`src/rtl/rx_cmd_ctrl.sv`:
```
// -----------------------------------------------------------------------------
// rx_cmd_ctrl
// Command frame decoder that sits right after the bus synchronizer. It takes
// one byte per rx_valid strobe, decodes register-write, register-read and ALU
// frames, drives the register-file and ALU ports, and hands read/ALU results
// back to the TX path over a valid/ready handshake.
//
// Frames (first byte is the opcode, seen in IDLE):
//   0xAA WR     ADDR, DATA    -> reg_wr_en pulse
//   0xBB RD     ADDR          -> reg_rd_en pulse, wait reg_rd_valid, 1 tx byte
//   0xCC ALU    A, B, FUN     -> A written to addr 0, B to addr 1, alu_en,
//                                wait alu_valid, 2 tx bytes (low, then high)
//   0xDD ALUNOP FUN           -> as ALU without the operand writes
//
// Ports:
//   CLK, RST                      clock, asynchronous active-low reset
//   rx_data, rx_valid             incoming byte and its one-cycle strobe
//   reg_addr, reg_wr_data         register-file address / write data
//   reg_wr_en, reg_rd_en          one-cycle register strobes
//   reg_rd_data, reg_rd_valid     register read return
//   alu_fun, alu_en               ALU function code and one-cycle start
//   alu_out, alu_valid            ALU result return
//   tx_data, tx_valid, tx_ready   response byte handshake
//   cmd_err                       one-cycle pulse: bad opcode, dropped byte,
//                                 or partial-frame timeout
//
// Build option:
//   FRAME_TIMEOUT_EN  when defined, a partial frame (WR_*, RD_ADDR, ALU_A/B/FUN)
//                     that sees no byte for TIMEOUT cycles is aborted to IDLE
//                     with a cmd_err pulse. Wait and TX states never time out.
//                     When undefined, TIMEOUT is unused.
// -----------------------------------------------------------------------------
module rx_cmd_ctrl #(
  parameter int BUS_WIDTH  = 8,
  parameter int ADDR_WIDTH = 4,
  parameter int TIMEOUT    = 255
) (
  input  logic                   CLK,
  input  logic                   RST,
  input  logic [BUS_WIDTH-1:0]   rx_data,
  input  logic                   rx_valid,
  output logic [ADDR_WIDTH-1:0]  reg_addr,
  output logic [BUS_WIDTH-1:0]   reg_wr_data,
  output logic                   reg_wr_en,
  output logic                   reg_rd_en,
  input  logic [BUS_WIDTH-1:0]   reg_rd_data,
  input  logic                   reg_rd_valid,
  output logic [3:0]             alu_fun,
  output logic                   alu_en,
  input  logic [2*BUS_WIDTH-1:0] alu_out,
  input  logic                   alu_valid,
  output logic [BUS_WIDTH-1:0]   tx_data,
  output logic                   tx_valid,
  input  logic                   tx_ready,
  output logic                   cmd_err
);

  typedef enum logic [3:0] {
    S_IDLE, S_WR_ADDR, S_WR_DATA, S_RD_ADDR, S_RD_WAIT,
    S_ALU_A, S_ALU_B, S_ALU_FUN, S_ALU_WAIT, S_TX_LO, S_TX_HI
  } state_t;

  localparam logic [BUS_WIDTH-1:0] OP_WR     = BUS_WIDTH'(8'hAA);
  localparam logic [BUS_WIDTH-1:0] OP_RD     = BUS_WIDTH'(8'hBB);
  localparam logic [BUS_WIDTH-1:0] OP_ALU    = BUS_WIDTH'(8'hCC);
  localparam logic [BUS_WIDTH-1:0] OP_ALUNOP = BUS_WIDTH'(8'hDD);

  state_t               state;
  logic [BUS_WIDTH-1:0] result_hi;  // upper ALU byte, sent from TX_HI
  logic                 result_alu; // response has a second (high) byte

`ifdef FRAME_TIMEOUT_EN
  localparam int CNT_W = (TIMEOUT < 2) ? 1 : $clog2(TIMEOUT + 1);
  localparam logic [CNT_W-1:0] CNT_LAST = CNT_W'(TIMEOUT - 1);

  logic [CNT_W-1:0] idle_cnt;
  logic             timeout_hit;

  // The TIMEOUT-th consecutive byte-less cycle in a partial-frame state aborts.
  always_comb begin
    timeout_hit = 1'b0;
    if (!rx_valid && idle_cnt == CNT_LAST &&
        state inside {S_WR_ADDR, S_WR_DATA, S_RD_ADDR, S_ALU_A, S_ALU_B, S_ALU_FUN})
      timeout_hit = 1'b1;
  end

  // Saturates in the exempt states so it never wraps while waiting on TX/ALU.
  always_ff @(posedge CLK or negedge RST) begin
    if (!RST)
      idle_cnt <= '0;
    else if (state == S_IDLE || rx_valid || timeout_hit)
      idle_cnt <= '0;
    else if (idle_cnt != CNT_LAST)
      idle_cnt <= idle_cnt + CNT_W'(1);
  end
`endif

  // NOTE: every output is a flop assigned with <=, so strobes appear exactly one
  // cycle after the byte that triggers them and never glitch.
  always_ff @(posedge CLK or negedge RST) begin
    if (!RST) begin
      state       <= S_IDLE;
      reg_addr    <= '0;
      reg_wr_data <= '0;
      reg_wr_en   <= 1'b0;
      reg_rd_en   <= 1'b0;
      alu_fun     <= '0;
      alu_en      <= 1'b0;
      tx_data     <= '0;
      tx_valid    <= 1'b0;
      cmd_err     <= 1'b0;
      result_hi   <= '0;
      result_alu  <= 1'b0;
    end else begin
      // NOTE: strobes default low each cycle; the case below raises them for
      // one cycle only.
      reg_wr_en <= 1'b0;
      reg_rd_en <= 1'b0;
      alu_en    <= 1'b0;
      cmd_err   <= 1'b0;
`ifdef FRAME_TIMEOUT_EN
      if (timeout_hit) begin
        state   <= S_IDLE;
        cmd_err <= 1'b1;
      end else
`endif
      case (state)
        S_IDLE: if (rx_valid) begin
          case (rx_data)
            OP_WR:     state <= S_WR_ADDR;
            OP_RD:     state <= S_RD_ADDR;
            OP_ALU:    state <= S_ALU_A;
            OP_ALUNOP: state <= S_ALU_FUN;
            default:   cmd_err <= 1'b1;
          endcase
        end
        S_WR_ADDR: if (rx_valid) begin
          reg_addr <= rx_data[ADDR_WIDTH-1:0];
          state    <= S_WR_DATA;
        end
        S_WR_DATA: if (rx_valid) begin
          reg_wr_data <= rx_data;
          reg_wr_en   <= 1'b1;
          state       <= S_IDLE;
        end
        S_RD_ADDR: if (rx_valid) begin
          reg_addr  <= rx_data[ADDR_WIDTH-1:0];
          reg_rd_en <= 1'b1;
          state     <= S_RD_WAIT;
        end
        S_RD_WAIT: begin
          cmd_err <= rx_valid;
          if (reg_rd_valid) begin
            tx_data    <= reg_rd_data;
            tx_valid   <= 1'b1;
            result_hi  <= '0;
            result_alu <= 1'b0;
            state      <= S_TX_LO;
          end
        end
        S_ALU_A: if (rx_valid) begin
          reg_addr    <= ADDR_WIDTH'(0);
          reg_wr_data <= rx_data;
          reg_wr_en   <= 1'b1;
          state       <= S_ALU_B;
        end
        S_ALU_B: if (rx_valid) begin
          reg_addr    <= ADDR_WIDTH'(1);
          reg_wr_data <= rx_data;
          reg_wr_en   <= 1'b1;
          state       <= S_ALU_FUN;
        end
        S_ALU_FUN: if (rx_valid) begin
          alu_fun <= rx_data[3:0];
          alu_en  <= 1'b1;
          state   <= S_ALU_WAIT;
        end
        S_ALU_WAIT: begin
          cmd_err <= rx_valid;
          if (alu_valid) begin
            tx_data    <= alu_out[BUS_WIDTH-1:0];
            tx_valid   <= 1'b1;
            result_hi  <= alu_out[2*BUS_WIDTH-1:BUS_WIDTH];
            result_alu <= 1'b1;
            state      <= S_TX_LO;
          end
        end
        // tx_valid is already high in both TX states; hold data until accepted.
        S_TX_LO: begin
          cmd_err <= rx_valid;
          if (tx_ready) begin
            if (result_alu) begin
              tx_data <= result_hi;
              state   <= S_TX_HI;
            end else begin
              tx_valid <= 1'b0;
              state    <= S_IDLE;
            end
          end
        end
        S_TX_HI: begin
          cmd_err <= rx_valid;
          if (tx_ready) begin
            tx_valid <= 1'b0;
            state    <= S_IDLE;
          end
        end
        default: state <= S_IDLE;
      endcase
    end
  end

endmodule

```
`config.mk`:
```
export PLATFORM = sky130hd
export DESIGN_NAME = rx_cmd_ctrl
export DESIGN_NICKNAME = d
export VERILOG_FILES = /design/src/rtl/rx_cmd_ctrl.sv
export SDC_FILE = /design/constraint.sdc
export NUM_CORES = 1
export LEC_CHECK = 0
export CAP_MARGIN = 20
export CORE_MARGIN = 2
export CORE_UTILIZATION = 51
export CTS_CLUSTER_SIZE = 14
export DETAILED_ROUTE_END_ITERATION = 6
export HOLD_SLACK_MARGIN = 0.02
export PLACE_DENSITY = 0.94
export SLEW_MARGIN = 40
export SYNTH_ARGS = -nofsm -noshare
export SYNTH_HDL_FRONTEND = slang
export SYNTH_SLANG_ARGS = --single-unit
```
`constraint.sdc`:
```
create_clock -name CLK -period 3.1 [get_ports CLK]
set_input_delay 0.775 -clock CLK [delete_from_list [all_inputs] [get_ports CLK]]
set_output_delay 0.775 -clock CLK [all_outputs]
set_load 0.02 [all_outputs]
```
**Word level (Yosys, flattened, before mapping)**

Index checks and enable logic that the tools add are counted.
Widths: inputs -> output; s select.

- Muxes and demuxes: 40
- Eq/ne operators: 29
- Reductions and logical operators: 16

Operators by type and width:

| cell | number |
|---|---|
| $mux 4 | 14 |
| $mux 8 | 6 |
| $pmux 4 s11 | 1 |
| $eq 8x8->1 const B | 4 |
| $ne 2x2->1 const B | 13 |
| $pmux 8 s3 | 1 |
| $eq 4x3->1 const B | 4 |
| $pmux 4 s4 | 1 |
| $pmux 8 s2 | 1 |
| $eq 4x4->1 const B | 3 |
| $mux 1 | 12 |
| $pmux 4 s3 | 1 |
| $reduce_and 12->1 | 1 |
| $eq 4x2->1 const B | 2 |
| $reduce_or 4->1 | 2 |
| $reduce_and 6->1 | 1 |
| $reduce_bool 3->1 | 2 |
| $ne 5x1->1 const B | 1 |
| $reduce_and 5->1 | 1 |
| $eq 4x1->1 const B | 1 |
| $logic_not 4->1 | 1 |
| $pmux 1 s2 | 2 |
| $pmux 1 s4 | 1 |
| $reduce_and 2->1 | 2 |
| 7 further kinds | 7 |

- Input port bits: 38
- Output and inout bits: 29
- Register bits: 42
- Word-level logic and storage cells: 97

**Depth between registers and ports, before layout**

Gate-level depths: netlist (run 1).

- Depth in word-level cells: 5
- Mapped depth: 7
- Mapped depth without buffers: 4

**Worst setup path before layout (run 1)**

No wires, ideal clock.

- Path type: input -> register
- Start point: input port rx_data[5]
- End point: register cmd_err
- Buffers on the path: 0
- Setup slack: 1.356 ns
- Setup time: 0.119 ns
- Data arrival time: 1.625 ns
- Stages on the path: 4
- Data required time: 2.981 ns
- Path through: nand4bb_1 a2111oi_0 o41ai_1 and2_1

- Word-level cells in the longest chain between the ends: 5
- Elaborated cells on any way between the ends: 8
- Classes of those cells: eq/ne (4); mux (3); reduce/logical (1)

RTL lines:

| what | line | source |
|---|---|---|
| from (decl) | 40 | `input logic [BUS_WIDTH-1:0] rx_data,` |
| $eq 8x8->1 | 129 | `case (rx_data)` |
| $reduce_or 4->1 (no line) (*) | n/a |  |
| $mux 1 (*) | 129 |  |
| $mux 1 (*) | 128 | `S_IDLE: if (rx_valid) begin` |
| $pmux 1 s2 (*) | 127 | `case (state)` |
| to (signal assigned) | 152 | `cmd_err <= rx_valid;` |
| to (signal assigned) | 179 | `cmd_err <= rx_valid;` |
| to (signal assigned) | 190 | `cmd_err <= rx_valid;` |
| to (decl) | 55 | `output logic cmd_err` |

Mark *: on every way between the ends. The rest lies on a longest branch, timed or not.
A chain may end at the register's enable or synchronous reset.

**Worst setup path in the final report (run 1)**

- Start point: input port rx_data[1]
- End point: register cmd_err

The elaborated chain is that of the path after synthesis.

==> flow_summary.yaml, run 1 <==
setup_path:
  cp_data_arrival_time_ns: 2.38
  cpPeakStageDelay_ns: 0.51
  critPathBufInv: 1
  cp_slowest_cell: "clkdlybuf4s50_1"
  cp_top_family: "compound AO/OA/AOI/OAI gates"
  path_max_fanout: 5
  worst_setup_path_start_kind: "input pin"
  endpoint_kind: "register"
  criticalPathCategory: "in -> reg"
  path_cells: "clkdlybuf4s50_1 > nand4bb_1 > a2111oi_0 > o41ai_1 > and2_1"
  cp.required_ns: 3.28
yosys:
  avgSynthCellArea_sq_um: 11.5
  synth_seq_area_share_pct: 46.4
  synthesis.instances: 197
  yosysWarnings: 0
  async_flop_share_pct: 100
  ys_types: 53
  yosysTopAreaCellShare_pct: 46.4
  synth.area.top_cells: "dfrtp_1, mux2i_1, mux2_2"
  synth_seq_cells: 42
  syn_area_sq_um: 2270
  synth_edf_count: 0
  ys.flop_type: "dfrtp_1"
  synth_nets: 235
  yosys.area.top_type: "dfrtp_1"
timing:
  slew_viol_final: 0
  tightest_slew_ns: 0.739
  finalCritPeriodShare_pct: 70.8
  hold_viol: 0
  fin_skew_ns: 0.00509
  setup_viol: 0
  rsz0062_at_grt: "false"
  fmax_mhz: 456
  finalCriticalPeriod_ns: 2.19
  slew_headroom_pct: 50.8
  fin_tns_setup_ns: 0
place:
  dpl-instance-area_sq_um: 2890
  dp_cells: 304
  dp_hpwl_um: 3800
  gp_congestion: 0.895
  port_buffers: 66
route:
  avgRoutedWirePerCell_um: 17.2
  drc_errors: 0
  drt_pre_antenna_iters: 4
  dr_total_vias: 1758
  routed_via_density: 5.63
  ant_nets: 0
  totalWireLength_um: 5360
  drtIter0Drc: 151
cells_and_area:
  most-common-layout-cells: "clkdlybuf4s50_1, dfrtp_1, nand2_1, mux2i_1, mux2_2"
  drive_above_1_share_pct: 15.4
  layoutNonFillerInstCount: 312
  syn2layout_area_growth_pct: 32.3
  finalInstanceArea_sq_um: 3000
  mostFrequentLayoutCell: "clkdlybuf4s50_1"
  diodes: 0
  nets: 297
die:
  row_count: 24
  coreArea_sq_um: 4320
  die_x_um: 70.7
  io_pins: 67
  dieArea_sq_um: 4990
  die_h_um: 70.7
  initial_core_util_pct: 52.4
clocking:
  clockBufferDepth: 2
  clk_latency_ns: 0.29
  cts-root-buf: "clkbuf_8"
  post_cts_buffers: 0
  ctsHoldBuffers: 0
  htreeDepth: 2
  clock_sinks: 42
  cts-resized-gates: 0
  cts_buffers: 5
  clk_pin_slew_ns: 0.08
  cts_tree: "yes"
flow_run:
  cap_violations: 0
power:
  p_per_area_nw_per_um2: 981
  max-vdd-ir-drop_mv: 0.466
  leakage_nw: 1.29
  p_total_mw: 2.94
grt:
  grt_max_degree: 43
  antenna_found_initial: 0
  grt_pass1_vias: 1833
  grt_pass1_wl_um: 8910
  overflow: 0
  track_usage_pct: 22.5
outcome:
  status: "completed"
min_path:
  hold_path_class: "in -> async"
-- kinds of logic after synthesis --
logic type	Yosys count	synth area share [%]
compound gates	39	13.1
mux	33	15.5
buf+inv	24	6.73
flops	42	46.4
simple gates	56	17.2
xor+xnor	3	1.16
-- stage by stage --
| step | setup WS [ns] | hold slack (ns) | utilization [%] |
|---|---|---|---|
| finish | 0.907 | 0.454 | 69.4 |
| floorplan | 1.36 | 0.473 | - |
| global route | 0.802 | 0.501 | 69.4 |
| CTS | 0.921 | 0.472 | 69.4 |
| detailed placement | 0.620 | 0.474 | 66.8 |
| global placement | 0.681 | 0.475 | 66.8 |
-- registers in the layout, indices dropped and copies added, names as in the netlist, 4 cells and up --
name,cells
result_hi,8
alu_fun,4
state,4
reg_addr,4
tx_data,8
reg_wr_data,8
-- layout make-up --
class	instances	area, sq um
Clock inverter	3	40.0
Fill cell	305	1330
Timing Repair Buffer	67	666
Clock buffer	5	68.8
Inverter	12	45.0
Sequential cell	42	1050
Tap cell	52	65.1
Multi-Input combinational cell	131	1060
-- path summary, 6_finish.rpt --
check	depth (start not counted)	slack, ns	from	to
setup / recovery	5	0.91	rx_data[1]	cmd_err
max in group asynchronous	1	2.28	RST	alu_en
hold / removal	1	0.45	RST	tx_data[6]
hold reg to reg	1	0.49	reg_wr_data[2]	reg_wr_data[2]
setup reg to reg	4	1.08	state[2]	result_hi[3]
min in group CLK	1	0.49	reg_wr_data[2]	reg_wr_data[2]
-- metal layers --
metal	part of all wire, %	GRT usage, %	vias to the layer above
li1	-	-	826
met5	0	0	-
met2	50	37.3	63
met4	2.9	8.18	0
met3	4.8	4.84	18
met1	43	29.4	851
-- cell usage after synthesis, drive strengths merged, types with 2 or more instances --
library cell,number
a21oi,5
a221o,2
a22o,8
and3,2
and3b,2
buf,10
clkbuf,2
dfrtp,42
inv,12
mux2,16
mux2i,17
nand2,17
nand2b,5
nand4,2
nand4bb,2
nor2,5
nor2b,6
nor3,2
nor3b,3
nor4b,2
o21ai,16
o41ai,2
xnor2,2
-- power breakdown --
group          total, mW  switching [mW]  internal [mW]  leakage [nW]
combinational       1.53           0.772          0.761         0.710
clock              0.424           0.187          0.237        0.0579
sequential         0.985           0.208          0.776         0.526
Power figures use the tool's default switching activity.
==> run 2, diff against run 1 <==
--- a/config.mk
+++ b/config.mk
@@ -7,11 +7,11 @@
 export LEC_CHECK = 0
 export CAP_MARGIN = 20
 export CORE_MARGIN = 2
-export CORE_UTILIZATION = 51
+export CORE_UTILIZATION = 47
 export CTS_CLUSTER_SIZE = 14
 export DETAILED_ROUTE_END_ITERATION = 6
 export HOLD_SLACK_MARGIN = 0.02
-export PLACE_DENSITY = 0.94
+export PLACE_DENSITY = 0.89
 export SLEW_MARGIN = 40
 export SYNTH_ARGS = -nofsm -noshare
 export SYNTH_HDL_FRONTEND = slang
==> constraint.sdc (replaced) <==
create_clock -name CLK -period 2.02 [get_ports CLK]
set_input_delay 0.505 -clock CLK [delete_from_list [all_inputs] [get_ports CLK]]
set_output_delay 0.505 -clock CLK [all_outputs]
set_load 0.02 [all_outputs]
==> run 2 against run 1 <==
Final cell count is 7.1% higher. Clock-buffer cell count rose by 2. Combinational power rose by 67%. Via count rose by 2.8%. Die area increased by 8.0%. Sequential power increased by 47%. Critical path depth unchanged. Worst setup slack worse by 0.85 ns. Clock skew decreased by 0.00081 ns. Core utilization shrank 2.3 points. Register-to-register slack worse by 0.82 ns. Critical path type unchanged. Largest power group unchanged.
==> flow_summary.yaml, run 2 (same netlist as run 1, synthesis figures left out) <==
clocking:
  cts_buffers: 5
  post_cts_buffers: 0
  cts-root-buf: "clkbuf_8"
  cts_tree: "yes"
  cts-resized-gates: 0
  clock_sinks: 42
  ctsHoldBuffers: 0
  clockBufferDepth: 2
  clk_latency_ns: 0.30
  clk_pin_slew_ns: 0.08
  htreeDepth: 2
timing:
  rsz0062_at_grt: "false"
  slew_viol_final: 0
  finalCriticalPeriod_ns: 1.96
  whs_ns: 0.122
  finalCritPeriodShare_pct: 97.1
  fmax_mhz: 510
  setup_viol: 0
  fin_tns_setup_ns: 0
  hold_viol: 0
  tightest_slew_ns: 0.631
  slew_headroom_pct: 56.9
  fin_skew_ns: 0.00429
setup_path:
  criticalPathCategory: "in -> reg"
  path_cells: "clkdlybuf4s50_1 > nand4bb_1 > a2111oi_0 > o41ai_1 > and2_1"
  path_max_fanout: 5
  worst_setup_path_start_kind: "input pin"
  cp_slowest_cell: "a2111oi_0"
  cpPeakStageDelay_ns: 0.64
  cp_data_arrival_time_ns: 2.16
  endpoint_kind: "register"
  cp.required_ns: 2.22
grt:
  grt_pass1_wl_um: 8940
  grt_pass1_vias: 1857
  track_usage_pct: 21.6
  overflow: 0
  grt_max_degree: 20
  antenna_found_initial: 0
cells_and_area:
  mostFrequentLayoutCell: "clkdlybuf4s50_1"
  nets: 317
  reg_top3: "reg_wr_data: 8 flops, result_hi: 8 flops, tx_data: 8 flops"
  syn2layout_area_growth_pct: 38.7
  most-common-layout-cells: "clkdlybuf4s50_1, dfrtp_1, buf_4, nand2_1, mux2i_1"
  postLayoutCoreUtil_pct: 67.0
  drive_above_1_share_pct: 21.1
  diodes: 0
route:
  drt_pre_antenna_iters: 4
  dr_total_vias: 1807
  drc_errors: 0
  ant_nets: 0
  routed_via_density: 5.41
  avgRoutedWirePerCell_um: 15.5
  totalWireLength_um: 5180
  drtIter0Drc: 110
outcome:
  status: "completed"
place:
  port_buffers: 66
  gp_congestion: 0.899
  dp_hpwl_um: 3940
flow_run:
  cap_violations: 0
min_path:
  hold_path_class: "in -> async"
power:
  leakage_nw: 1.38
  p_total_mw: 4.57
  max-vdd-ir-drop_mv: 0.680
  p_per_area_nw_per_um2: 1450
die:
  coreArea_sq_um: 4690
  initial_core_util_pct: 48.3
  die_x_um: 73.5
  row_count: 25
  dieArea_sq_um: 5400
  io_pins: 67
  die_h_um: 73.5
-- run 2: cell types whose count changed in the layout (fill, tap and decap cells not counted) --
cell,previous run,this run
clkbuf_1,0,1
buf_12,0,1
bufinv_16,1,0
buf_4,2,20
buf_2,0,1
clkbuf_8,5,6
clkinv_2,2,1
-- run 2: stage by stage --
stage / setup slack, ns / std cells / area (sq um)
after CTS: 0.0846 / 334 / 3140
after detailed placement: -0.230 / 326 / 3050
after global routing: 0.0501 / 334 / 3140
after floorplan: 0.520 / 197 / 2270
after global placement: -0.189 / 326 / 3050
final: 0.0592 / 334 / 3140
-- run 2: per-layer routing --
metal | GRT usage (%) | part of all wire [%] | wire length (um)
met1 | 29.3 | 45 | 2330
met2 | 34.3 | 50 | 2590
met4 | 6.87 | 1.5 | 78
met5 | 0 | 0 | 0
met3 | 5.08 | 3.4 | 177
-- run 2: cell type report --
class	instances	area, sq um
Sequential cell	42	1050
Tap cell	54	67.6
Timing Repair Buffer	87	826
Fill cell	350	1550
Inverter	12	45.0
Multi-Input combinational cell	131	1060
Clock inverter	1	5.00
Clock buffer	7	86.3
-- run 2: worst paths after layout --
| check | start | to | slack [ns] | cells after the start |
|---|---|---|---|---|
| max in group asynchronous | RST | result_hi[2] | 1.38 | 2 |
| hold reg to reg | reg_wr_data[2] | reg_wr_data[2] | 0.50 | 1 |
| hold / removal | RST | tx_data[1] | 0.12 | 1 |
| setup reg to reg | state[1] | state[2] | 0.26 | 5 |
| min in group CLK | reg_wr_data[2] | reg_wr_data[2] | 0.50 | 1 |
| setup / recovery | rx_data[1] | cmd_err | 0.06 | 5 |
-- run 2: report_power, final --
| part | switching (mW) | internal [mW] |
|---|---|---|
| clock | 0.285 | 0.276 |
| combinational | 1.23 | 1.33 |
| sequential | 0.256 | 1.19 |
-- run 2: critical path, delay by kind of cell --
kind,cells,cell delay [ns]
compound gates,2,0.75
buf+inv,1,0.49
simple gates,2,0.41
